$ cat src/rtl/up_down_counter_if.sv
// Control/status bundle for up_down_counter.
// The counter drives Q, and drives tc when UP_DOWN_COUNTER_TC_EN is defined.
// The user side drives the direction (up) and the count enable.
interface up_down_counter_if #(
    parameter int n = 4
);
    logic         up;
    logic         enable;
    logic [n-1:0] Q;
`ifdef UP_DOWN_COUNTER_TC_EN
    logic         tc;
`endif

    // User side: issues count requests and observes the count.
    modport master (
        output up,
        output enable,
`ifdef UP_DOWN_COUNTER_TC_EN
        input  tc,
`endif
        input  Q
    );

    // Counter side.
    modport slave (
        input  up,
        input  enable,
`ifdef UP_DOWN_COUNTER_TC_EN
        output tc,
`endif
        output Q
    );
endinterface

$ cat src/rtl/up_down_counter.sv
// n-bit binary up/down counter with count enable and asynchronous active-low clear.
// Optional feature macro: UP_DOWN_COUNTER_TC_EN adds the combinational terminal-count
// output tc. tc is high when the next enabled edge wraps the count.
// Wrap-around is modular in both directions; nothing saturates and no error is flagged.
module up_down_counter #(
    parameter int n = 4
) (
    input  logic              clk,
    input  logic              reset_n,
    up_down_counter_if.slave  bus
);

    logic [n-1:0] cnt;

    // Count register: async clear, then hold or step by one in the requested direction.
    always_ff @(posedge clk or negedge reset_n) begin
        if (!reset_n)
            cnt <= '0;
        else if (bus.enable)
            cnt <= bus.up ? cnt + 1'b1 : cnt - 1'b1;
    end

    assign bus.Q = cnt;

`ifdef UP_DOWN_COUNTER_TC_EN
    // Terminal count: the next edge wraps. Forced low while reset is held.
    assign bus.tc = reset_n & bus.enable &
                    ((bus.up & (cnt == {n{1'b1}})) | (~bus.up & (cnt == '0)));
`endif

endmodule

$ cat src/flat_wrapper.sv
// flat-port wrapper written by rule: the top's interface ports become plain ports
module up_down_counter_flat 
#(
    parameter int n = 4
)
  (clk, reset_n, bus_up, bus_enable, bus_Q);
  up_down_counter_if #(.n(n)) bus_i ();
  input  logic clk;
  input  logic reset_n;
  input wire logic [$bits(bus_i.up)-1:0] bus_up;
  input wire logic [$bits(bus_i.enable)-1:0] bus_enable;
  output wire logic [$bits(bus_i.Q)-1:0] bus_Q;
  assign bus_i.up = bus_up;
  assign bus_i.enable = bus_enable;
  assign bus_Q = bus_i.Q;
  up_down_counter #(.n(n)) u_core (.clk(clk), .reset_n(reset_n), .bus(bus_i));
endmodule
$ cat config.mk
export PLATFORM = sky130hd
export DESIGN_NAME = up_down_counter_flat
export DESIGN_NICKNAME = d
export VERILOG_FILES = /design/src/rtl/up_down_counter_if.sv /design/src/rtl/up_down_counter.sv /design/src/flat_wrapper.sv
export SDC_FILE = /design/constraint.sdc
export NUM_CORES = 1
export LEC_CHECK = 0
export CAP_MARGIN = 25
export CORE_AREA = 4 4 41 43
export CTS_CLUSTER_SIZE = 10
export DETAILED_ROUTE_END_ITERATION = 6
export DIE_AREA = 0 0 45 47
export GPL_TIMING_DRIVEN = 0
export HOLD_SLACK_MARGIN = 0.15
export PLACE_DENSITY = 0.47
export SLEW_MARGIN = 15
export SYNTH_ARGS = -nofsm -noshare
export SYNTH_HDL_FRONTEND = slang
export SYNTH_SLANG_ARGS = --single-unit
$ cat constraint.sdc
create_clock -name clk -period 1.8 [get_ports clk]
set_input_delay 0.36 -clock clk [delete_from_list [all_inputs] [get_ports clk]]
set_output_delay 0.36 -clock clk [all_outputs]
set_load 0.005 [all_outputs]
### After elaboration in Yosys (flattened, before gate mapping)

Index checks and enable logic that the tools add are counted.

| word-level totals | value |
|---|---|
| input bits | 4 |
| word-level logic and storage cells | 4 |
| flip-flop bits (word level) | 4 |
| output and inout bits | 4 |

| cells by class | value |
|---|---|
| muxes and demuxes | 1 |
| add/sub/neg operators | 2 |

Operator list:

| operator | count |
|---|---|
| $add 4x1->4 const B | 1 |
| $mux 4 | 1 |
| $sub 4x1->4 const B | 1 |

### Logic depth before layout (Yosys ltp)

Gate-level depths: netlist of the first run.

| logic depth | value |
|---|---|
| word-level depth | 2 |
| depth in mapped cells | 5 |
| gate-level depth less buffers | 5 |

### Least setup slack after synthesis of the first run

Ideal clock, no wire load.

| timing | value |
|---|---|
| kind | reg-to-reg |
| from | reg u_core.cnt[2], in the netlist u_core.bus.Q[2] |
| to | reg u_core.cnt[3], in the netlist u_core.bus.Q[3] |
| data required time | 1.669 ns |
| period minus slack after synthesis | 1.487 ns |
| path buffers | 0 |
| data arrival time | 1.356 ns |
| library setup time | 0.131 ns |
| stages on the path, launching flop included | 5 |
| setup slack | 0.313 ns |
| cell sequence | dfrtp_1 > ha_1 > or4b_1 > nand3_1 > o211ai_1 |

| on the way | value |
|---|---|
| longest elaborated chain between the ends | 2 |
| elaborated cells on any way between the ends | 3 |
| those cells by class | add/sub: 2; mux: 1 |

Ends and longest elaborated chain:

| what | RTL line | source |
|---|---|---|
| from (decl) | up_down_counter.sv:13 | `logic [n-1:0] cnt;` |
| from (signal assigned) | up_down_counter.sv:20 | `cnt <= bus.up ? cnt + 1'b1 : cnt - 1'b1;` |
| $sub 4x1->4 / $add 4x1->4 (equally long branches) | up_down_counter.sv:20 |  |
| $mux 4 (*) | up_down_counter.sv:20 |  |

Every way passes the cells marked *; elsewhere a longest branch is shown, timed or not.
A chain may end at the register's enable or synchronous reset.

### Final worst setup path of the first run

Same ends and word-level chain as after synthesis.

==> results by group, run 1 <==
STA
  • Final Hold Viols: 0
  • Worst slew pin tran: 0.2301 ns
  • Final setup fails: 0
  • Max Slew Vio Count: 0
  • Final clock skew: 0.001024 ns
  • Fmax: 626.8 MHz
  • Min Clock Period, post-route: 1.595 ns
  • Post-route clock period utilization: 88.64%
  • RSZ-0062 raised after global routing: no
  • Final Worst Setup Slack: 0.2045 ns
  • Max-Slew Margin vs Limit: 84.66%

Placed design
  • Buffers on Ports: 6
  • Worst slack at placement: -0.4832 ns
  • Final GP Congestion: 0.7781
  • Placed cell area: 367.9 um2

Yosys
  • Register area share after synthesis: 34.63%
  • Netlist Area Pre-Place: 289.0 um2
  • Count of mapped cells out of synthesis: 28
  • Post-synth cell types: 18
  • Ys Warns: 0
  • Synth Register Bits: 4
  • Synth Net Count: 35
  • Mean area per synthesized cell: 10.32 um2

Cells and area
  • Synth-to-layout area growth: 33.33%
  • Fin nets: 46
  • Layout cells sized above 1: 16.22%
  • Largest register FFs: 4
  • Sequential Area: 100.1 um2
  • Diode count: 0
  • Design Area, Final: 385.4 um2
  • Area occupied by multi-input gates: 173.9 um2
  • Fillcell total: 139

Drt
  • # DRC: 0
  • Initial DRC count: 0
  • Post-DRT Antenna Nets: 0
  • Avg WL per Cell: 12.38 um
  • Total Routed Length: 644 um
  • Via Count: 237
  • Via density per instance: 4.558
  • DRT Pass-1 Iters: 1

Clock network
  • CTS Hold Bufs: 0
  • Clock buffer depth: 2
  • Post-CTS Setup Bufs: 0
  • CTS sink count: 4
  • CTS H-Tree Depth: 1
  • CTS resizes: 1
  • Total clock buffers created by CTS: 3
  • Root Buffer: clkbuf_4
  • CTS tree: done
  • Reg clk slew, reported paths: 0.03 ns
  • Skew-Pair Late Insertion Delay: 0.23 ns

Worst setup path
  • Crit start category: flop
  • Reg2reg end: u_core.bus.Q[3]
  • R2R depth: 4
  • Arr. time, crit path: 1.69 ns
  • Critical Path Max Stage Delay: 0.49 ns
  • Worst path top cell family by delay: simple AND/OR/NAND/NOR gates
  • Setup crit start: u_core.bus.Q[2]
  • RR Startpoint: u_core.bus.Q[2]
  • Critical path peak fanout: 5
  • Crit-path slowest cell: or4b_1
  • CP endpoint kind: flop
  • WP depth: 4
  • Buf/Inv on CP: 0
  • Reg-to-reg slack, setup: 0.20 ns
  • Critical Path RT: 1.89 ns
  • Worst setup path endpoint: u_core.bus.Q[3]
  • WS Path Type: reg2reg
  • Critical-path cell list: ha_1 > or4b_1 > nand3_1 > o211ai_1

Power and ir drop
  • NetSw: 0.2209 mW
  • Power Dens Cells: 1606 mW/mm2
  • Comb pwr share: 51.2%
  • Clock Power Share: 17.1%
  • LEAKAGE: 0.1595 nW
  • Switching share of power: 35.68%
  • Sequential Power Share: 31.7%
  • Worst VDD drop: 0.5833 mV
  • Internal: 0.3981 mW

Global routing
  • Initial antenna violation count: 0
  • Gr usage total: 8.003%
  • First-pass GRT wire length: 1110 um
  • Largest net degree at the start of global routing: 11
  • Congestion Overflow GR: 0
  • Vias in the first global route: 294

Die
  • Die Y: 47 um
  • Num ports: 8
  • # rows: 13
  • Initial Util: 22.21%
  • Die area: 0.002115 mm2
  • Die Span X: 45 um
  • Core area: 0.001301 mm2

Outcome
  • Status: complete, no violations

Run
  • Max-Cap Viols: 0

Hold path
  • Hold/Removal Path Class: in2async
cells by family (layout without fill, tap and decap cells):
kind of cell / Yosys count / after routing / share of synthesized area [%]
buf+inv: 2 / 11 / 5.193
simple gates: 10 / 10 / 20.34
compound gates: 5 / 5 / 10.82
xor+xnor: 2 / 2 / 6.062
flops: 4 / 4 / 34.63
mux: 2 / 2 / 7.359
fa+ha+maj: 3 / 3 / 15.58
Yosys cell counts:
cell / instances / share of area (%)
nand3_1: 5 / 8.7
dfrtp_1: 4 / 35
a21oi_1: 3 / 5.2
ha_1: 2 / 8.7
a211o_1: 1 / 3.0
buf_6: 1 / 3.9
fa_1: 1 / 6.9
inv_1: 1 / 1.3
mux2_2: 1 / 3.9
mux2i_1: 1 / 3.5
nand2_1: 1 / 1.3
nor2_1: 1 / 1.3
nor3b_1: 1 / 2.6
o211ai_1: 1 / 2.6
or3b_1: 1 / 3.0
or4b_1: 1 / 3.5
xnor2_1: 1 / 3.0
xor2_1: 1 / 3.0
cells in the final DEF (no fill, tap or decap), types with 2 or more instances in the layout:
master           synthesis  final
dfrtp_1                  4      4
a21oi_1                  3      3
clkbuf_4                 0      3
ha_1                     2      2
clkdlybuf4s50_1          0      5
nand3_1                  5      5
layer usage:
| metal | wire length (um) | global-route usage, % | up-vias |
|---|---|---|---|
| met4 | 0 | 9.942 | 0 |
| met1 | 247 | 6.651 | 111 |
| met2 | 378 | 13.84 | 5 |
| li1 | - | - | 121 |
| met5 | 0 | 0 | - |
| met3 | 18 | 2.299 | 0 |
worst min path at each step:
stage               startpoint              end  slack [ns]  cells after the start
2_1_floorplan          reset_n  u_core.bus.Q[0]        0.06                      0
3_3_place_gp   u_core.bus.Q[2]  u_core.bus.Q[2]        0.54                      2
3_5_place_dp   u_core.bus.Q[2]  u_core.bus.Q[2]        0.56                      2
4_1_cts                reset_n  u_core.bus.Q[1]        0.33                      1
5_1_grt                reset_n  u_core.bus.Q[0]        0.33                      1
6_report               reset_n  u_core.bus.Q[1]        0.33                      1
stage by stage:
stage / setup TNS [ns] / hold WS [ns] / std cells / util (%) / total power, mW
floorplan: 0 / 0.06441 / 28 / - / 0.3672
global placement: -0.4974 / 0.5445 / 49 / 28.27 / 0.5006
detailed placement: -0.6384 / 0.5628 / 49 / 28.27 / 0.5170
CTS: 0 / 0.3327 / 52 / 29.90 / 0.6315
global route: 0 / 0.3286 / 52 / 29.62 / 0.6790
finish: 0 / 0.3349 / 52 / 29.62 / 0.6189
area by class of cell:
| class | count | area share (%) |
|---|---|---|
| Clock buffer | 3 | 5.844 |
| Multi-Input combinational cell | 22 | 45.13 |
| Sequential cell | 4 | 25.97 |
| Inverter | 1 | 0.9740 |
| Timing Repair Buffer | 6 | 14.29 |
| Buffer | 1 | 2.922 |
| Tap cell | 15 | 4.870 |
power groups by stage:
stage          clock, mW  combinational [mW]  sequential [mW]
2_1_floorplan          0               0.175            0.192
3_3_place_gp           0               0.307            0.194
3_5_place_dp           0               0.320            0.197
4_1_cts            0.113               0.322            0.197
5_1_grt            0.120               0.350            0.209
6_report           0.106               0.317            0.196
worst register-to-register path, cell delays in order (launching register included):
cell	delay, ns
dfrtp_1	0.39
ha_1	0.37
or4b_1	0.49
nand3_1	0.10
o211ai_1	0.10
Power figures use the tool's default switching activity.
==> run 2, diff against run 1 <==
--- a/config.mk
+++ b/config.mk
@@ -5,14 +5,15 @@
 export SDC_FILE = /design/constraint.sdc
 export NUM_CORES = 1
 export LEC_CHECK = 0
-export CAP_MARGIN = 25
+export CELL_PAD_IN_SITES_DETAIL_PLACEMENT = 1
+export CELL_PAD_IN_SITES_GLOBAL_PLACEMENT = 2
 export CORE_AREA = 4 4 41 43
 export CTS_CLUSTER_SIZE = 10
 export DETAILED_ROUTE_END_ITERATION = 6
 export DIE_AREA = 0 0 45 47
 export GPL_TIMING_DRIVEN = 0
 export HOLD_SLACK_MARGIN = 0.15
-export PLACE_DENSITY = 0.47
+export PLACE_DENSITY = 0.67
 export SLEW_MARGIN = 15
 export SYNTH_ARGS = -nofsm -noshare
 export SYNTH_HDL_FRONTEND = slang
==> run 2 against run 1 <==
Sequential cell count unchanged. Combinational power down 1%. Hold slack better by 0.0015 ns. Sequential power about the same. Wire length up 1.6%. Clock power about the same. Clock skew about the same. First-iteration DRC count up 2. Critical path type unchanged. Register-to-register slack about the same. Power down 1.0%. Largest power group unchanged.
==> results by group, run 2 (same netlist as run 1, synthesis figures left out) <==
Power and ir drop
  • LEAKAGE: 0.1595 nW (unchanged)
  • Power Dens Cells: 1590 mW/mm2 (-1.0%)
  • Worst VDD drop: 0.5504 mV (-5.6%)

Die
  • Num ports: 8 (unchanged)
  • Die Y: 47 um (unchanged)
  • Initial Util: 22.21% (unchanged)
  • Core area: 0.001301 mm2 (unchanged)
  • Die Span X: 45 um (unchanged)
  • # rows: 13 (unchanged)
  • Die area: 0.002115 mm2 (unchanged)

Drt
  • # DRC: 0 (unchanged)
  • DRT Pass-1 Iters: 3 (+2)
  • Via density per instance: 4.962 (+8.9%)
  • Post-DRT Antenna Nets: 0 (unchanged)
  • Initial DRC count: 2 (+2)
  • Via Count: 258 (+8.9%)
  • Avg WL per Cell: 12.58 um (+1.6%)
  • Total Routed Length: 654 um (+1.6%)

Clock network
  • CTS H-Tree Depth: 1 (unchanged)
  • Reg clk slew, reported paths: 0.03 ns (about the same)
  • Root Buffer: clkbuf_4
  • CTS tree: done
  • Clock buffer depth: 2 (unchanged)
  • Post-CTS Setup Bufs: 0 (unchanged)
  • CTS sink count: 4 (unchanged)
  • CTS Hold Bufs: 0 (unchanged)
  • Skew-Pair Late Insertion Delay: 0.23 ns (about the same)
  • Total clock buffers created by CTS: 3 (unchanged)

Global routing
  • Initial antenna violation count: 0 (unchanged)
  • Largest net degree at the start of global routing: 11 (unchanged)
  • Vias in the first global route: 284 (-3.4%)
  • First-pass GRT wire length: 1131 um (+1.9%)
  • Congestion Overflow GR: 0 (unchanged)
  • Gr usage total: 7.454% (-0.55 points)

Cells and area
  • Synth-to-layout area growth: 33.33% (unchanged)
  • Fin nets: 46 (unchanged)
  • Fillcell total: 158 (+14%)
  • Commonest non-fill, non-tap cells in the layout: nand3_1 (5), clkdlybuf4s50_1 (5), dfrtp_1 (4), a21oi_1 (3), clkbuf_4 (3)
  • Diode count: 0 (unchanged)
  • Largest register FFs: 4 (unchanged)
  • Layout cells sized above 1: 16.22% (unchanged)

STA
  • Fmax: 626.6 MHz (about the same)
  • Setup_tns: 0 ns (unchanged)
  • Final setup fails: 0 (unchanged)
  • Post-route clock period utilization: 88.66% (about the same)
  • RSZ-0062 raised after global routing: no
  • Max-Slew Margin vs Limit: 84.48% (-0.18 points)
  • Worst slew pin tran: 0.2322 ns (+0.002164 ns)
  • Final Hold Viols: 0 (unchanged)
  • Final Worst Setup Slack: 0.2041 ns (-0.0004040 ns)
  • Min Clock Period, post-route: 1.596 ns (+0.0004040 ns)
  • Max Slew Vio Count: 0 (unchanged)
  • Final clock skew: 0.001055 ns (+0.00003173 ns)

Worst setup path
  • CP endpoint kind: flop
  • WS Path Type: reg2reg
  • Critical path peak fanout: 5 (unchanged)
  • Critical Path RT: 1.89 ns (about the same)
  • Arr. time, crit path: 1.69 ns (about the same)
  • Worst path top cell family by delay: simple AND/OR/NAND/NOR gates
  • Crit-path slowest cell: or4b_1
  • Critical-path cell list: ha_1 > or4b_1 > nand3_1 > o211ai_1
  • Critical Path Max Stage Delay: 0.50 ns (about the same)
  • Buf/Inv on CP: 0 (unchanged)
  • Crit start category: flop

Placed design
  • Buffers on Ports: 6 (unchanged)
  • DP HPWL: 544.1 um
  • Final GP Congestion: 0.7340 (-5.7%)
  • Worst slack at placement: -0.4857 ns (-0.002462 ns)

Run
  • Max-Cap Viols: 0 (unchanged)

Outcome
  • Status: complete, no violations

Hold path
  • Hold/Removal Path Class: in2async
==> run 2: cell counts in the layout (fill, tap and decap cells not counted) <==
No cell type changed its count.
==> run 2: worst paths after layout <==
kind                       slack, ns               to  cells past startpoint             from
min reg2reg                     0.56  u_core.bus.Q[2]                      2  u_core.bus.Q[2]
max                             0.20  u_core.bus.Q[3]                      4  u_core.bus.Q[2]
max in group asynchronous       1.30  u_core.bus.Q[2]                      1          reset_n
min in group clk                0.35  u_core.bus.Q[2]                      2       bus_enable
min                             0.34  u_core.bus.Q[0]                      1          reset_n
max reg2reg                     0.20  u_core.bus.Q[3]                      4  u_core.bus.Q[2]
==> run 2: repair_timing <==
item	CTS	global route
endpoints found under the setup margin	1	1
pin swaps	0	0
gates resized for setup	1	2
==> run 2: power breakdown <==
part           internal, mW  switching, mW
Clock                0.0741         0.0306
Combinational         0.183          0.129
Sequential            0.137         0.0577
==> run 2: metal layers <==
| metal | share of wire (%) | GRT usage, % | wire (um) | vias up |
|---|---|---|---|---|
| met3 | 3.5 | 1.533 | 23 | 0 |
| met5 | 0 | 0 | 0 | - |
| li1 | - | - | - | 122 |
| met2 | 59 | 13.28 | 383 | 5 |
| met1 | 38 | 7.816 | 247 | 131 |
| met4 | 0 | 5.263 | 0 | 0 |
==> run 2: layout make-up <==
type / count / area [um2] / share of cell area, %
plain buffers: 1 / 11.26 / 2.922
clock buffers: 3 / 22.52 / 5.844
inverters: 1 / 3.754 / 0.9740
multi-input cells: 22 / 173.9 / 45.13
flip-flops and latches: 4 / 100.1 / 25.97
well taps: 15 / 18.77 / 4.870
repair buffers: 6 / 55.05 / 14.29
==> run 2: per-stage QoR <==
| step | cells | util [%] | area (um2) | power [mW] | hold WS [ns] |
|---|---|---|---|---|---|
| 6_report | 52 | 29.62 | 385.4 | 0.6128 | 0.3364 |
| 5_1_grt | 52 | 29.62 | 385.4 | 0.6827 | 0.3374 |
| 4_1_cts | 52 | 29.90 | 389.1 | 0.6273 | 0.3358 |
| 3_5_place_dp | 49 | 28.27 | 367.9 | 0.5151 | 0.5700 |
| 3_3_place_gp | 49 | 28.27 | 367.9 | 0.5061 | 0.5444 |
| 2_1_floorplan | 28 | - | 289.0 | 0.3672 | 0.06441 |
